<file path="src/rtl/alu_seq.sv">
// Registered ALU with valid/ready handshakes and an iterative one-bit-per-cycle shifter.
// Define ALU_SAT_EN to make ADD/SUB saturate on signed overflow instead of wrapping.
module alu_seq #(
    parameter int WIDTH = 8,
    parameter int SHW   = $clog2(WIDTH)
) (
    input  logic             clk,
    input  logic             rst,
    input  logic             in_valid,
    output logic             in_ready,
    input  logic [WIDTH-1:0] a,
    input  logic [WIDTH-1:0] b,
    input  logic [SHW-1:0]   s_amt,
    input  logic [2:0]       op,
    output logic             out_valid,
    input  logic             out_ready,
    output logic [WIDTH-1:0] result,
    output logic             zero,
    output logic             negative,
    output logic             carry,
    output logic             overflow,
    output logic             busy
);
    typedef enum logic [1:0] {IDLE, SHIFT, HOLD} state_t;

    localparam logic [2:0] OP_ADD = 3'b000;
    localparam logic [2:0] OP_SUB = 3'b001;
    localparam logic [2:0] OP_AND = 3'b010;
    localparam logic [2:0] OP_OR  = 3'b011;
    localparam logic [2:0] OP_XOR = 3'b100;
    localparam logic [2:0] OP_SLL = 3'b101;
    localparam logic [2:0] OP_SRL = 3'b110;
    localparam logic [2:0] OP_SRA = 3'b111;

    state_t           state, state_next;
    logic [WIDTH-1:0] result_q, result_next;
    logic [WIDTH-1:0] work_q, work_next;
    logic [SHW-1:0]   count_q, count_next;
    logic [2:0]       sop_q, sop_next;
    logic             carry_q, carry_next;
    logic             ovf_q, ovf_next;
    logic             zero_q, neg_q;
    logic             write_res;

    logic             accept, is_shift, is_sub;
    logic [WIDTH-1:0] b_eff, arith_res, step;
    logic [WIDTH:0]   sum;
    logic             arith_ovf, step_out;

    assign in_ready  = ~rst & ((state == IDLE) | ((state == HOLD) & out_ready));
    assign accept    = in_valid & in_ready;
    assign is_shift  = (op == OP_SLL) | (op == OP_SRL) | (op == OP_SRA);
    assign is_sub    = (op == OP_SUB);
    assign b_eff     = is_sub ? ~b : b;
    assign sum       = {1'b0, a} + {1'b0, b_eff} + {{WIDTH{1'b0}}, is_sub};
    assign arith_ovf = (a[WIDTH-1] == b_eff[WIDTH-1]) & (sum[WIDTH-1] != a[WIDTH-1]);

`ifdef ALU_SAT_EN
    // On overflow the true result has the sign of a, so clamp toward that end.
    assign arith_res = !arith_ovf  ? sum[WIDTH-1:0] :
                       a[WIDTH-1]  ? {1'b1, {(WIDTH-1){1'b0}}} :
                                     {1'b0, {(WIDTH-1){1'b1}}};
`else
    assign arith_res = sum[WIDTH-1:0];
`endif

    always_comb begin
        step     = work_q;
        step_out = 1'b0;
        case (sop_q)
            OP_SLL: begin
                step     = {work_q[WIDTH-2:0], 1'b0};
                step_out = work_q[WIDTH-1];
            end
            OP_SRL: begin
                step     = {1'b0, work_q[WIDTH-1:1]};
                step_out = work_q[0];
            end
            OP_SRA: begin
                step     = {work_q[WIDTH-1], work_q[WIDTH-1:1]};
                step_out = work_q[0];
            end
            default: ;
        endcase
    end

    always_comb begin
        state_next  = state;
        result_next = result_q;
        carry_next  = carry_q;
        ovf_next    = ovf_q;
        work_next   = work_q;
        count_next  = count_q;
        sop_next    = sop_q;
        write_res   = 1'b0;
        case (state)
            SHIFT: begin
                work_next  = step;
                count_next = count_q - SHW'(1);
                if (count_q == SHW'(1)) begin
                    result_next = step;
                    carry_next  = step_out;
                    ovf_next    = 1'b0;
                    write_res   = 1'b1;
                    state_next  = HOLD;
                end
            end
            default: begin
                if ((state == HOLD) && out_ready)
                    state_next = IDLE;
                if (accept) begin
                    if (is_shift) begin
                        work_next  = a;
                        count_next = s_amt;
                        sop_next   = op;
                        if (s_amt == '0) begin
                            result_next = a;
                            carry_next  = 1'b0;
                            ovf_next    = 1'b0;
                            write_res   = 1'b1;
                            state_next  = HOLD;
                        end else begin
                            state_next = SHIFT;
                        end
                    end else begin
                        write_res  = 1'b1;
                        state_next = HOLD;
                        carry_next = 1'b0;
                        ovf_next   = 1'b0;
                        case (op)
                            OP_ADD, OP_SUB: begin
                                result_next = arith_res;
                                carry_next  = sum[WIDTH];
                                ovf_next    = arith_ovf;
                            end
                            OP_AND:  result_next = a & b;
                            OP_OR:   result_next = a | b;
                            OP_XOR:  result_next = a ^ b;
                            default: ;
                        endcase
                    end
                end
            end
        endcase
    end

    always_ff @(posedge clk or posedge rst) begin
        if (rst)
            state <= IDLE;
        else
            state <= state_next;
    end

    // zero/negative only follow a freshly written result so reset leaves them clear.
    always_ff @(posedge clk or posedge rst) begin
        if (rst) begin
            result_q <= '0;
            work_q   <= '0;
            count_q  <= '0;
            sop_q    <= '0;
            carry_q  <= 1'b0;
            ovf_q    <= 1'b0;
            zero_q   <= 1'b0;
            neg_q    <= 1'b0;
        end else begin
            result_q <= result_next;
            work_q   <= work_next;
            count_q  <= count_next;
            sop_q    <= sop_next;
            carry_q  <= carry_next;
            ovf_q    <= ovf_next;
            if (write_res) begin
                zero_q <= (result_next == '0);
                neg_q  <= result_next[WIDTH-1];
            end
        end
    end

    assign result    = result_q;
    assign zero      = zero_q;
    assign negative  = neg_q;
    assign carry     = carry_q;
    assign overflow  = ovf_q;
    assign out_valid = (state == HOLD);
    assign busy      = (state == SHIFT);
endmodule

</file>
<file path="config.mk">
export PLATFORM = sky130hd
export DESIGN_NAME = alu_seq
export DESIGN_NICKNAME = d
export VERILOG_FILES = /design/src/rtl/alu_seq.sv
export SDC_FILE = /design/constraint.sdc
export NUM_CORES = 1
export LEC_CHECK = 0
export CAP_MARGIN = 30
export CORE_MARGIN = 2
export CORE_UTILIZATION = 40
export CTS_BUF_LIST = sky130_fd_sc_hd__clkbuf_4
export DETAILED_ROUTE_END_ITERATION = 8
export PLACE_DENSITY = 0.74
export SYNTH_ARGS = -nofsm -noshare
export SYNTH_HDL_FRONTEND = slang
export SYNTH_SLANG_ARGS = --single-unit
</file>
<file path="constraint.sdc">
create_clock -name clk -period 2.6 [get_ports clk]
set_clock_uncertainty 0.05 [all_clocks]
set_input_delay 0.65 -clock clk [delete_from_list [all_inputs] [get_ports clk]]
set_output_delay 0.65 -clock clk [all_outputs]
set_load 0.02 [all_outputs]
</file>
==> impl_metrics.ini, run 1 <==
[clock_tree]
cts_htree_levels = 1
cts.hold.buffers_added = 0
numCtsBuffers = 3
clock_edge_transition_at_the_registers_on_the_reported_setup_and_hold_paths_ps = 160
clk_latency_ps = 330
cts_tree = yes
cts_sinks = 28
ctsLongestPathBuffers = 2
clock-root-buffer = sky130_fd_sc_hd__clkbuf_4

[synthesis]
yosys-top-cells-area = sky130_fd_sc_hd__dfrtp_1, sky130_fd_sc_hd__ha_1, sky130_fd_sc_hd__nand2_1, sky130_fd_sc_hd__a21oi_1, sky130_fd_sc_hd__inv_1
syn-cell-area_mm2 = 0.00266
ys.flop_type = sky130_fd_sc_hd__dfrtp_1
postSynthNetCount = 365
ys_warnings = 0
yosys.area.top_type_share_pct = 26.4
synth.distinct_cells = 66
ys_ff_latch = 28
synth-edff-count = 0
synth-seq-area-share_pct = 26.4
post_synth.cell_area_avg_um2 = 8.49
async_reset_ff_share_pct = 100
synth_top_cell_by_area = sky130_fd_sc_hd__dfrtp_1
netlist_instances = 313

[timing]
final_hold_viol_count = 0
fin_ws_ps = -899
fmax_ghz = 0.286
timing_worst_slew_pin_value_ps = 735
period_minus_slack_ps = 3500
fin_crit_sh_pct = 135
slew_headroom_pct = 50.8
setup_repair_after_global_routing_missed_its_margin = yes
maxSlewViolCount = 0
finalSetupViolCount = 9

[global_routing]
grt-ovfl-total = 0
grt.total_usage_pct = 22.8
grt_pass1_vias = 2810
grt_pass1_wl_um = 13600
grt_start_max_net_pins = 29
antenna_found_initial = 0

[finish]
final_net_count = 483
drive_gt1_share_pct = 31.7
antennaDiodeCount = 0
fraction_of_the_core_area_covered_by_cells_at_the_end_of_the_flow_pct = 61.6
flow.area_growth_from_synthesis_pct = 48.0
filler_cell_count = 524

[worst_setup_path]
critical_path.startpoint_type = input pin
cp.arrival_ps = 3710
critical_path.reg2reg.endpoint = zero
timing.rr.start = sop_q[1]
rr_worst_depth = 8
crit_required_ps = 2810
r2r_slack_ps = -170
criticalPathCategory = in2reg
critical_path.endpoint_type = flip-flop
cp_max_fo = 3

[run_status]
status = complete, but fails checks
failing_checks = setup timing

[place]
gp_congestion = 0.897
worst_setup_slack_before_clock_tree_synthesis_ps = -1710
place.detailed.hpwl_um = 6310
port_buffers = 40

[worst_hold_path]
worst_hold_path_type = reg2reg
hold_path_end = carry
min_from = carry
min_delay_path_depth = 2

[detailed_routing]
drt_first_pass_iters = 4
avgViaCountPerCell = 5.74
post_route_wl_um = 8460
route.detailed.drc = 0
drt_iter0_markers = 295
avgRoutedWirePerCell_um = 16.7
vias = 2903
drtAntennaViolNets = 0

[pwr]
peak_supply_drop_uv = 470
static-leakage-power_nw = 1.82
power.density_mw_per_mm2 = 739

[die]
horizontal_extent_of_the_die_um = 85.5
core.rowCount = 29
io_pins = 41
die_height_um = 85.5
die_area_mm2 = 0.00732
floorplan.initialDensity_pct = 41.6
fp.coreArea_mm2 = 0.00639

[run]
cap_violations = 0
==> cell type report <==
type / count / area [um^2] / share of cell area [%]
well taps: 77 / 96.3 / 2.45
repair buffers: 127 / 1080 / 27.4
flip-flops and latches: 28 / 701 / 17.8
clock buffers: 3 / 22.5 / 0.572
inverters: 26 / 97.6 / 2.48
multi-input cells: 245 / 1940 / 49.3
==> worst max-delay path, cell delays in order <==
cell and delay [ps]:
sky130_fd_sc_hd__buf_6 90, sky130_fd_sc_hd__or3b_4 440, sky130_fd_sc_hd__buf_4 160, sky130_fd_sc_hd__o21ai_2 120
sky130_fd_sc_hd__fa_1 420, sky130_fd_sc_hd__or2_4 240, sky130_fd_sc_hd__a21oi_2 140, sky130_fd_sc_hd__a2111oi_2 60
sky130_fd_sc_hd__a211o_1 250, sky130_fd_sc_hd__or4b_1 520, sky130_fd_sc_hd__or4_4 440, sky130_fd_sc_hd__o31ai_4 180
==> power breakdown <==
group          internal (W)  switching [W]
Sequential         0.000627       0.000210
Clock             0.0000545       0.000135
Combinational      0.000952       0.000930
==> sequential cells by signal (all words and copies together), names as in the netlist <==
name      count
work_q        8
zero          1
carry         1
negative      1
count_q       3
sop_q         3
result        8
overflow      1
state         2
==> synth_stat cells, types with 5 or more instances <==
master and instances:
sky130_fd_sc_hd__o21ai_0 18, sky130_fd_sc_hd__ha_1 25, sky130_fd_sc_hd__nor3_1 6, sky130_fd_sc_hd__a2111oi_0 5, sky130_fd_sc_hd__nand2_1 30, sky130_fd_sc_hd__a221o_1 6
sky130_fd_sc_hd__inv_1 26, sky130_fd_sc_hd__mux2i_1 7, sky130_fd_sc_hd__dfrtp_1 28, sky130_fd_sc_hd__o221ai_1 5, sky130_fd_sc_hd__nand3_1 9, sky130_fd_sc_hd__a21oi_1 21
sky130_fd_sc_hd__a22oi_1 7, sky130_fd_sc_hd__nor2_1 19, sky130_fd_sc_hd__xnor2_1 11
==> routing by layer <==
metal,GRT usage [%],routed length [um],up-vias
met5,0,0,-
met4,5.19,98,0
met3,2.12,330,10
met2,39.5,4300,88
met1,30.9,3730,1411
li1,-,-,1394
==> timing repair <==
item	CTS	global route
endpoints found under the setup margin	12	11
buffers inserted	5	9
pin swaps	18	28
gates resized for setup	31	25
==> how the worst max path moves through the flow <==
stage                from   end  slack, ps  cells after the start
floorplan           op[1]  zero      -1070                     11
global placement    op[0]  zero      -1600                     11
detailed placement  op[0]  zero      -1710                     11
CTS                 op[2]  zero       -970                     11
global route        op[1]  zero       -960                     12
finish              op[1]  zero       -900                     12
==> layout by cell type (no fill, tap or decap), types with 4 or more instances in the layout <==
cell type	Yosys	final
sky130_fd_sc_hd__mux2i_1	7	7
sky130_fd_sc_hd__clkdlybuf4s50_1	0	34
sky130_fd_sc_hd__ha_1	25	24
sky130_fd_sc_hd__inv_1	26	26
sky130_fd_sc_hd__nand2_1	30	30
sky130_fd_sc_hd__a2111oi_0	5	4
sky130_fd_sc_hd__a21oi_1	21	15
sky130_fd_sc_hd__a21oi_2	0	5
sky130_fd_sc_hd__nor2_1	19	19
sky130_fd_sc_hd__o221ai_1	5	4
sky130_fd_sc_hd__o22ai_1	4	4
sky130_fd_sc_hd__xnor2_1	11	6
sky130_fd_sc_hd__o22a_1	4	4
sky130_fd_sc_hd__o21ai_2	0	4
sky130_fd_sc_hd__o21ai_0	18	12
sky130_fd_sc_hd__xnor2_2	0	4
sky130_fd_sc_hd__a211o_1	4	4
sky130_fd_sc_hd__buf_4	4	80
sky130_fd_sc_hd__and3_1	4	4
sky130_fd_sc_hd__dfrtp_1	28	28
sky130_fd_sc_hd__buf_6	1	8
sky130_fd_sc_hd__a221o_1	6	6
sky130_fd_sc_hd__nand3_1	9	9
sky130_fd_sc_hd__nor3_1	6	6
sky130_fd_sc_hd__a22oi_1	7	7
==> through the flow <==
step                instances  hold slack (ps)  instance area [um^2]  TNS (ps)  total power (W)
CTS                       500              462                  3770     -3720          0.00281
finish                    506              455                  3940     -3650          0.00291
floorplan                 313              429                  2700     -2690          0.00182
global route              506              495                  3940     -4310          0.00312
detailed placement        492              419                  3680    -13010          0.00259
global placement          492              416                  3680    -11650          0.00255
==> cells by family after synthesis <==
group           Yosys count  share of synthesized area [%]
xor+xnor                 12                           3.95
buf+inv                  40                           6.82
compound gates          101                           27.2
fa+ha+maj                26                           12.5
simple gates             98                           20.1
mux                       8                           3.06
flops                    28                           26.4
Note: power is estimated with default switching activity, not from simulation.
==> run 2, diff against run 1 <==
- CAP_MARGIN: 30 -> 20
- PLACE_DENSITY: 0.74 -> 0.71
- clock period: 2.6 -> 3.88 ns (I/O delays scaled with it)
==> run 2 against run 1 <==
The flow now finishes without violations. Critical path depth shrank 1. Cell count is 8.9% lower. Sequential share of layout area up 2.5 points.
==> impl_metrics.ini, run 2 (same netlist as run 1, synthesis figures left out) <==
[worst_setup_path]
critical_path.slowest_cell = sky130_fd_sc_hd__or4b_4
critical_path.startpoint_type = input pin
criticalPathCategory = in2reg
critical_path.endpoint_type = flip-flop
timing.critical_path.cells = buf_2 -> or3b_4 -> xnor2_4 -> fa_1 -> or2_4 -> a21oi_4 -> a2111oi_2 -> a211o_1 -> or4b_4 -> or4_4 -> o31ai_4
crit_required_ps = 4100
cp_max_fo = 3
worst_path_largest_cell_delay_ps = 520
cp.arrival_ps = 3980

[global_routing]
antenna_found_initial = 0
grt_start_max_net_pins = 24
grt-ovfl-total = 0
grt.total_usage_pct = 21.6
grt_pass1_vias = 2611
grt_pass1_wl_um = 12800

[place]
gp_congestion = 0.914
dpl_cell_area_mm2 = 0.00339
port_buffers = 40
place.detailed.hpwl_um = 6080

[worst_hold_path]
worst_hold_path_type = reg2reg

[die]
io_pins = 41
fp.coreArea_mm2 = 0.00639
horizontal_extent_of_the_die_um = 85.5
die_height_um = 85.5
core.rowCount = 29
floorplan.initialDensity_pct = 41.6
die_area_mm2 = 0.00732

[finish]
flow.area_growth_from_synthesis_pct = 29.7
design_area_mm2 = 0.00345
most_common_cell_after_layout_fill_and_taps_aside = sky130_fd_sc_hd__buf_4
drive_gt1_share_pct = 18.8
antennaDiodeCount = 0
final_net_count = 437
most_frequent_cells_in_the_layout = sky130_fd_sc_hd__buf_4, sky130_fd_sc_hd__clkdlybuf4s50_1, sky130_fd_sc_hd__nand2_1

[clock_tree]
clock_edge_transition_at_the_registers_on_the_reported_setup_and_hold_paths_ps = 160
ctsLongestPathBuffers = 2
clock-root-buffer = sky130_fd_sc_hd__clkbuf_4
numCtsBuffers = 3
cts_sinks = 28
cts.hold.buffers_added = 0
cts_htree_levels = 1
clk_latency_ps = 340
cts_tree = yes

[detailed_routing]
drt_iter0_markers = 325
avgRoutedWirePerCell_um = 16.8
post_route_wl_um = 7730
route.detailed.drc = 0
vias = 2707
drtAntennaViolNets = 0
avgViaCountPerCell = 5.87
drt_first_pass_iters = 5

[timing]
fin_crit_sh_pct = 96.9
fmax_ghz = 0.266
timing_worst_slew_pin_value_ps = 781
setup_repair_after_global_routing_missed_its_margin = no
finalSetupViolCount = 0
slew_headroom_pct = 47.8
final_hold_viol_count = 0
maxSlewViolCount = 0
period_minus_slack_ps = 3760

[pwr]
peak_supply_drop_uv = 369
static-leakage-power_nw = 1.55
report.power.total_w = 0.00176
power.density_mw_per_mm2 = 511

[run]
cap_violations = 0

[run_status]
status = finished clean
run 2: changes by cell type in the layout (fill, tap and decap cells not counted), sizes merged:
cell,previous run,this run
clkbuf,4,3
clkinv,0,1
clkdlybuf4s50,34,35
dlygate4sd2,2,1
buf,90,44
dlymetal6s2s,0,1
run 2: through the flow:
| step | setup WS (ps) | util, % | hold WS (ps) | TNS, ps | std cells |
|---|---|---|---|---|---|
| CTS | 2.91 | 53.6 | 453 | 0 | 461 |
| global route | 31.2 | 54.0 | 491 | 0 | 461 |
| global placement | -670 | 53.1 | 418 | -1720 | 456 |
| detailed placement | -729 | 53.1 | 419 | -2080 | 456 |
| finish | 120 | 54.0 | 448 | 0 | 461 |
| floorplan | -155 | - | 429 | -155 | 313 |
run 2: what timing repair did:
item | CTS | global route
gates resized for setup | 18 | 5
endpoints found under the setup margin | 2 | 1
pin swaps | 10 | 3
buffers inserted | 1 | 0
gates cloned | 0 | 0
run 2: per-layer routing:
metal	track usage [%]	up-vias	routed length, um
li1	-	1292	-
met3	1.35	10	524
met5	0	-	0
met4	5.19	0	103
met2	35.9	129	3670
met1	30.8	1276	3430
run 2: where the power goes:
part           switching [W]  internal, W  leakage, nW  total (W)
registers           0.000159     0.000420        0.351   0.000578
clock network      0.0000900    0.0000378       0.0154   0.000128
logic               0.000549     0.000505         1.18    0.00105
total               0.000798     0.000963         1.55    0.00176
run 2: cell type report:
cell class | count | area (um^2)
Inverter | 26 | 97.6
Tap cell | 77 | 96.3
Fill cell | 594 | 2940
Clock buffer | 3 | 22.5
Sequential cell | 28 | 701
Timing Repair Buffer | 81 | 694
Multi-Input combinational cell | 245 | 1830
Clock inverter | 1 | 3.75
run 2: worst paths after layout:
kind / start / end / slack [ps] / depth (start not counted)
max: op[1] / zero / 120 / 11
max reg2reg: state[0] / zero / 740 / 7
min reg2reg: overflow / overflow / 450 / 2
min in group asynchronous: rst / sop_q[1] / 1150 / 2
min: overflow / overflow / 450 / 2
max in group asynchronous: rst / result[6] / 1980 / 3
run 2: critical path: cells and delay by family:
kind / cells / cell delay (ps)
AO/OA/AOI/OAI: 4 / 640
XOR/XNOR: 1 / 150
adder cells (fa/ha/maj): 1 / 470
buffers and inverters: 1 / 100
AND/OR/NAND/NOR: 4 / 1640
==> run 3, diff against run 2 <==
- CORE_UTILIZATION: 40 -> 25
- PLACE_DENSITY: 0.71 -> 0.52
==> run 3 against run 2 <==
Hold slack improved by 13 ps. Via count fell by 2.3%. Flip-flop and latch count did not move. Combinational power barely moved. Clock power barely moved. Setup slack improved by 34 ps. Fmax rose by 0.90%. Die area rose by 57%. Register-to-register slack improved by 40 ps.
==> impl_metrics.ini, run 3 (same netlist as run 1, synthesis figures left out) <==
[worst_setup_path]
critical_path.startpoint_type = input pin
timing.critical_path.max_delay_family = simple AND/OR/NAND/NOR gates
worst_path_largest_cell_delay_ps = 530
cp_max_fo = 3
critical_path.slowest_cell = sky130_fd_sc_hd__or4b_1
timing.critical_path.cells = buf_2 -> or3b_4 -> xnor2_4 -> fa_1 -> or2_4 -> a21oi_2 -> a2111oi_2 -> a211o_1 -> or4b_1 -> or4_4 -> o31ai_2
critical_path.endpoint_type = flip-flop
criticalPathCategory = in2reg
path_buf_inv = 1
crit_required_ps = 4090
cp.arrival_ps = 3940

[detailed_routing]
avgViaCountPerCell = 5.11
drtAntennaViolNets = 0
vias = 2645
drt_first_pass_iters = 4
drt_iter0_markers = 167
post_route_wl_um = 8240
route.detailed.drc = 0
avgRoutedWirePerCell_um = 15.9

[timing]
holdWs_ps = 461
setup_repair_after_global_routing_missed_its_margin = no
fin_crit_sh_pct = 96.0
finalSetupViolCount = 0
slew_headroom_pct = 48.0
maxSlewViolCount = 0
fmax_ghz = 0.268
final_hold_viol_count = 0
period_minus_slack_ps = 3730
timing_worst_slew_pin_value_ps = 778

[run_status]
status = finished clean

[global_routing]
grt_start_max_net_pins = 25
grt_pass1_vias = 2521
antenna_found_initial = 0
grt-ovfl-total = 0
grt.total_usage_pct = 14.4
grt_pass1_wl_um = 13100

[finish]
antennaDiodeCount = 0
drive_gt1_share_pct = 18.6
flow.area_growth_from_synthesis_pct = 31.4
most_frequent_cells_in_the_layout = sky130_fd_sc_hd__buf_4, sky130_fd_sc_hd__clkdlybuf4s50_1, sky130_fd_sc_hd__nand2_1
fraction_of_the_core_area_covered_by_cells_at_the_end_of_the_flow_pct = 33.9
final_net_count = 435
most_common_cell_after_layout_fill_and_taps_aside = sky130_fd_sc_hd__buf_4

[pwr]
peak_supply_drop_uv = 184
power.density_mw_per_mm2 = 501
static-leakage-power_nw = 1.54
report.power.total_w = 0.00175

[die]
die_height_um = 107
io_pins = 41
die_area_mm2 = 0.0115
fp.coreArea_mm2 = 0.0103
floorplan.initialDensity_pct = 25.8
core.rowCount = 37
horizontal_extent_of_the_die_um = 107

[clock_tree]
clock_edge_transition_at_the_registers_on_the_reported_setup_and_hold_paths_ps = 160
clock-root-buffer = sky130_fd_sc_hd__clkbuf_4
cts_sinks = 28
ctsLongestPathBuffers = 2
cts.hold.buffers_added = 0
numCtsBuffers = 3
cts_tree = yes
clk_latency_ps = 340
cts_htree_levels = 1

[place]
place.detailed.hpwl_um = 6520
gp_congestion = 0.896
port_buffers = 40

[run]
cap_violations = 0

[worst_hold_path]
worst_hold_path_type = reg2reg
==> run 3: path summary, 6_finish.rpt <==
kind | startpoint | end | slack [ps] | depth (start not counted)
max in group asynchronous | rst | sop_q[2] | 2270 | 3
min in group asynchronous | rst | carry | 930 | 2
setup reg to reg | state[0] | zero | 780 | 7
hold / removal | carry | carry | 460 | 2
setup / recovery | op[1] | zero | 150 | 11
hold reg to reg | carry | carry | 460 | 2
==> run 3: metal layers <==
layer	global-route usage (%)	vias up	wire (um)
met3	1.46	8	327
met5	0	-	0
met2	24.3	52	3950
li1	-	1291	-
met1	19.7	1294	3850
met4	3.80	0	113
==> run 3: cell type report <==
cell class | count | area [um^2]
clock buffers | 3 | 22.5
clock inverters | 1 | 3.75
fillers | 1098 | 6830
inverters | 26 | 97.6
multi-input cells | 245 | 1820
flip-flops and latches | 28 | 701
well taps | 136 | 170
repair buffers | 79 | 679
==> run 3: timing repair <==
| item | CTS | global route |
|---|---|---|
| pin swaps | 11 | 8 |
| endpoints found under the setup margin | 2 | 1 |
| buffers inserted | 2 | 0 |
| resized for setup | 19 | 2 |
==> run 3: worst reg2reg max path, cell delays in order, from the launching register on <==
cell                       delay (ps)
sky130_fd_sc_hd__dfrtp_1          580
sky130_fd_sc_hd__nand2b_1         350
sky130_fd_sc_hd__nor3b_2          430
sky130_fd_sc_hd__nor2_2           140
sky130_fd_sc_hd__a221o_1          390
sky130_fd_sc_hd__or4b_1           480
sky130_fd_sc_hd__or4_4            430
sky130_fd_sc_hd__o31ai_2          170
==> run 3: stage by stage <==
| stage | setup TNS, ps | setup slack [ps] | instances | area (um^2) |
|---|---|---|---|---|
| 2_1_floorplan | -155 | -155 | 313 | 2680 |
| 3_3_place_gp | -1980 | -703 | 512 | 3440 |
| 3_5_place_dp | -2140 | -745 | 512 | 3440 |
| 4_1_cts | 0 | 20.3 | 518 | 3490 |
| 5_1_grt | 0 | 72.2 | 518 | 3490 |
| 6_report | 0 | 154 | 518 | 3490 |
==> run 3: power by group <==
group | internal (W) | switching (W) | leakage (nW)
Sequential | 0.000420 | 0.000162 | 0.351
Clock | 0.0000379 | 0.0000934 | 0.0154
Combinational | 0.000497 | 0.000540 | 1.17
==> patch 1, RTL diff (settings of run 1) <==
`result_q` no longer has a reset.
--- a/src/rtl/alu_seq.sv
+++ b/src/rtl/alu_seq.sv
@@ -155,5 +155,4 @@
     always_ff @(posedge clk or posedge rst) begin
         if (rst) begin
-            result_q <= '0;
             work_q   <= '0;
             count_q  <= '0;
@@ -164,5 +163,4 @@
             neg_q    <= 1'b0;
         end else begin
-            result_q <= result_next;
             work_q   <= work_next;
             count_q  <= count_next;
@@ -177,4 +175,8 @@
     end
 
+    always_ff @(posedge clk) begin
+        result_q <= result_next;
+    end
+
     assign result    = result_q;
     assign zero      = zero_q;
Check against the original RTL: differs if rst is asserted again (counterexample within 4 cycles, from zero or initial values and one cycle with rst high); with rst held inactive, the same outputs for 10 cycles.
==> patch 1 against run 1 <==
- the flow still finishes with violations (setup timing)
- setup slack better by 14 ps
- wire length is 1.6% lower
- count of clock-buffer cells in the layout stayed put
- non-clock buffer count is 1 lower
- final area is 4.3% lower
- power is 5.0% lower
- area after synthesis is 9.0% lower
- maximum frequency is 0.41% higher
- sequential cell count stayed put
- critical endpoint unchanged
==> patch 1: results (changes against run 1) <==
status - finished, violations left (unchanged)
failing checks - setup timing (unchanged)
Slew headroom - 54.28% (was 50.80%)
CP Max Fanout - 4 (was 3)
chip width - 81.78 um (was 85.53 um)
Reg area - 660.6 um2 (was 700.7 um2)
Async SR Flop Fraction - 71.43% (was 100.0%)
Seq area share - 17.54% (was 17.80%)
Nets - 462 (was 483)
Area contributors post-synth - dfrtp_1, ha_1, dfxtp_1 (was dfrtp_1, ha_1, nand2_1)
reg2reg setup slack - 70 ps (was -170 ps)
Crit Reg-Reg Startpoint - state[1] (was sop_q[1])
multi-input combinational area share - 48.41% (was 49.30%)
Pre-Repair DR Iteration Count - 5 (was 4)
FFs & Latches - 28 (unchanged)
Multi-input comb cells - 226 (was 245)
Min-Delay Path Depth - 1 (was 2)
routing usage on met3 - 2.967% (was 2.117%)
final setup violating endpoints - 7 (was 9)
worst hold slack - 476.0 ps (was 454.9 ps)
CP max-delay cell - or4_1 (was or4b_1)
via/cell ratio - 5.787 (was 5.737)
peak supply drop - 0.4969 mV (was 0.4695 mV)
GRT Total Usage - 24.92% (was 22.80%)
Switching Share - 43.96% (was 43.85%)
Non-clk invs - 25 (was 26)
vias in the first global route - 2705 (was 2810)
Clock buf/inv share - 0.6977% (was 0.5722%)
largest net degree at the start of global routing - 18 (was 29)
hold path start - overflow (was carry)
Leakage - 1.700 nW (was 1.817 nW)
top cells by instance count after synthesis - ha_1, o21ai_0, inv_1 (was nand2_1, dfrtp_1, inv_1)
Final non-clock buffer share - 28.27% (was 27.40%)
Routed WL - 8.324 mm (was 8.463 mm)
Power Sequential - 813 uW (was 837 uW)
first-pass GRT wire length - 13.03 mm (was 13.58 mm)
met2 GRT Util - 42.03% (was 39.49%)
clock buffer depth - 2 (unchanged)
worst setup margin - -884.5 ps (was -898.8 ps)
share of layout cells above drive strength 1 - 34.72% (was 31.70%)
DR iter-0 viols - 291 (was 295)
Cell variety after synth - 51 (was 66)
combinational group share of total power - 63.8% (was 64.7%)
gpl congestion - 0.9405 (was 0.8974)
Global Route met1 Usage - 33.02% (was 30.89%)
Worst Hold Path EP - overflow (was carry)
post-synthesis sequential area ratio - 27.30% (was 26.35%)
Plain + repair buffers - 126 (was 127)
-- patch 1: per-layer routing --
layer / up-vias / share of wire [%]
met5: - / 0
met4: 0 / 3.9
met3: 29 / 5.9
met2: 123 / 50
met1: 1337 / 41
li1: 1312 / -
-- patch 1: metrics by stage --
stage          total power [mW]  worst slack [ps]  TNS, ps  instances
3_5_place_dp              2.421             -1639   -10960        469
2_1_floorplan             1.707             -1176    -2619        292
4_1_cts                   2.639             -1020    -1447        477
6_report                  2.763            -884.5    -2234        484
3_3_place_gp              2.374             -1536   -10130        469
5_1_grt                   2.954            -964.9    -2755        484
-- patch 1: cells by family (layout without fill, tap and decap cells) --
| logic type | count (synthesis) | count (layout) | synth area share, % |
|---|---|---|---|
| and+or+nand+nor | 73 | 73 | 14.43 |
| adders and majority gates | 26 | 26 | 13.75 |
| xor gates and xnor gates | 11 | 11 | 3.981 |
| muxes | 8 | 8 | 3.774 |
| buffers and inverters | 38 | 155 | 6.205 |
| AOI/OAI and AO/OA | 108 | 108 | 30.56 |
| DFF | 28 | 28 | 27.30 |
-- patch 1: how the worst max path moves through the flow --
stage            to  slack (ps)  cells after the start
6_report       zero        -880                     13
5_1_grt        zero        -960                     13
4_1_cts        zero       -1020                     11
3_5_place_dp   zero       -1640                     13
3_3_place_gp   zero       -1540                     12
2_1_floorplan  zero       -1180                     12
-- patch 1: repair_timing --
action | CTS | global route
setup endpoints to repair | 12 | 7
pin swaps | 15 | 26
setup buffers | 4 | 8
hold buffers | 0 | 0
resized for setup | 38 | 23
-- patch 1: worst register-to-register path, stage by stage, from the launching register on --
cell and delay (ps):
dfrtp_1 430, inv_1 110, nand2_1 80, clkinv_1 70, nand3b_2 210, nand3_1 200, o221ai_2 100, or4_1 530
or4b_4 500, o31ai_4 170
==> patch 2, RTL diff (flow settings as in run 1) <==
Made on the original files. The parameter `WIDTH` goes from 8 to 4.
--- a/src/rtl/alu_seq.sv
+++ b/src/rtl/alu_seq.sv
@@ -2,5 +2,5 @@
 // Define ALU_SAT_EN to make ADD/SUB saturate on signed overflow instead of wrapping.
 module alu_seq #(
-    parameter int WIDTH = 8,
+    parameter int WIDTH = 4,
     parameter int SHW   = $clog2(WIDTH)
 ) (
Ports: changed (resized a, b, result and s_amt); port bits go from 41 to 28. The function was not compared with the original's and may differ.
==> patch 2 against run 1 <==
- the run still ends with setup timing left
- core utilization decreased by 2.1 points
- setup slack improved by 780 ps
- power decreased by 41%
- wire length decreased by 50%
- area after synthesis decreased by 41%
- combinational power decreased by 48%
- final area decreased by 44%
- global-route usage decreased by 2.1 points
- critical path depth decreased by 2
- register-to-register slack improved by 720 ps
- maximum frequency increased by 29%
- count of clock-buffer cells in the layout unchanged
- sequential cell count decreased by 9
- critical endpoint unchanged
==> patch 2: results (changes against run 1) <==
top cells by instance count after synthesis - dfrtp_1, nor2_1, inv_1 (was nand2_1, dfrtp_1, inv_1)
I/O Buffers - 27 (was 40)
Worst-path clk slew - 130 ps (was 160 ps)
first-pass GRT wire length - 7.010 mm (was 13.58 mm)
pin slew with the least headroom to its limit - 751.6 ps (was 735.3 ps)
final setup violating endpoints - 1 (was 9)
status - finished, violations left (unchanged)
vias in the first global route - 1487 (was 2810)
combinational group share of total power - 57.6% (was 64.7%)
Leakage - 1.033 nW (was 1.817 nW)
met2 GRT Util - 32.38% (was 39.49%)
largest net degree at the start of global routing - 20 (was 29)
via/cell ratio - 5.486 (was 5.737)
Min-Delay Path Depth - 1 (was 2)
reg2reg setup slack - 550 ps (was -170 ps)
GRT Total Usage - 20.71% (was 22.80%)
WL/cell - 14.84 um (was 16.73 um)
Area contributors post-synth - dfrtp_1, ha_1, nor2_1 (was dfrtp_1, ha_1, nand2_1)
CP Max Fanout - 4 (was 3)
Synth Area per Inst - 8.979 um2 (was 8.495 um2)
hold path start - negative (was carry)
worst setup margin - -115.4 ps (was -898.8 ps)
DR iter-0 viols - 79 (was 295)
gpl congestion - 0.8529 (was 0.8974)
failing checks - setup timing (unchanged)
pwr dens - 774.6 nW/um2 (was 738.7 nW/um2)
Crit Reg-Reg Startpoint - sop_q[2] (was sop_q[1])
post-place setup slack - -888.2 ps (was -1711 ps)
Nets - 268 (was 483)
routing usage on met3 - 4.561% (was 2.117%)
==> patch 2: changes by cell type after synthesis, sizes merged, moves of 6 or more <==
cell | run 1 | this run
nand2 | 30 | 10
a21oi | 21 | 9
ha | 25 | 13
inv | 26 | 16
dfrtp | 28 | 19
o21ai | 19 | 12
xnor2 | 11 | 4
nand3 | 9 | 3
==> patch 2: area by class of cell <==
class	instances	area [um2]
multi-input cells	134	1052
well taps	48	60.06
fillers	319	1505
inverters	16	60.06
clock buffers	3	22.52
clock inverters	1	5.005
flip-flops and latches	19	475.5
repair buffers	63	535.5
==> patch 2: worst max path at each step <==
stage               startpoint  endpoint  depth (start not counted)
CTS                      op[2]      zero                         10
global route             op[2]      zero                         10
finish                   op[2]      zero                         10
floorplan                op[1]      zero                         11
global placement         op[0]      zero                         10
detailed placement       op[0]      zero                         10
==> patch 2: through the flow <==
step                      cell area, um2  hold WS (ps)
final                               2211         484.5
after global routing                2211         498.5
after CTS                           2206         489.4
after detailed placement            2125         458.9
after global placement              2125         432.4
after floorplan                     1602         434.0
==> patch 2: cell families (layout without fill, tap and decap cells) <==
kind of cell	Yosys count	count (layout)	synth area share (%)
buffers and inverters	23	83	6.809
multiplexers	7	7	4.671
flip-flops	19	19	30.09
XOR/XNOR	6	6	3.325
AND/OR/NAND/NOR	54	54	17.97
adder cells (fa/ha/maj)	14	14	11.56
AO/OA/AOI/OAI	53	53	25.57
==> patch 2: critical path, stage by stage <==
cell	delay [ps]
buf_6	90
or3b_4	450
xnor2_4	160
fa_2	380
xor2_1	170
nor2_1	130
o311ai_1	100
a221o_1	310
nand4b_1	170
o32ai_1	270
==> patch 2: timing repair <==
item | in CTS | in global routing
pin swaps | 12 | 9
gates resized for setup | 10 | 12
setup buffers | 3 | 1
setup endpoints to repair | 8 | 5
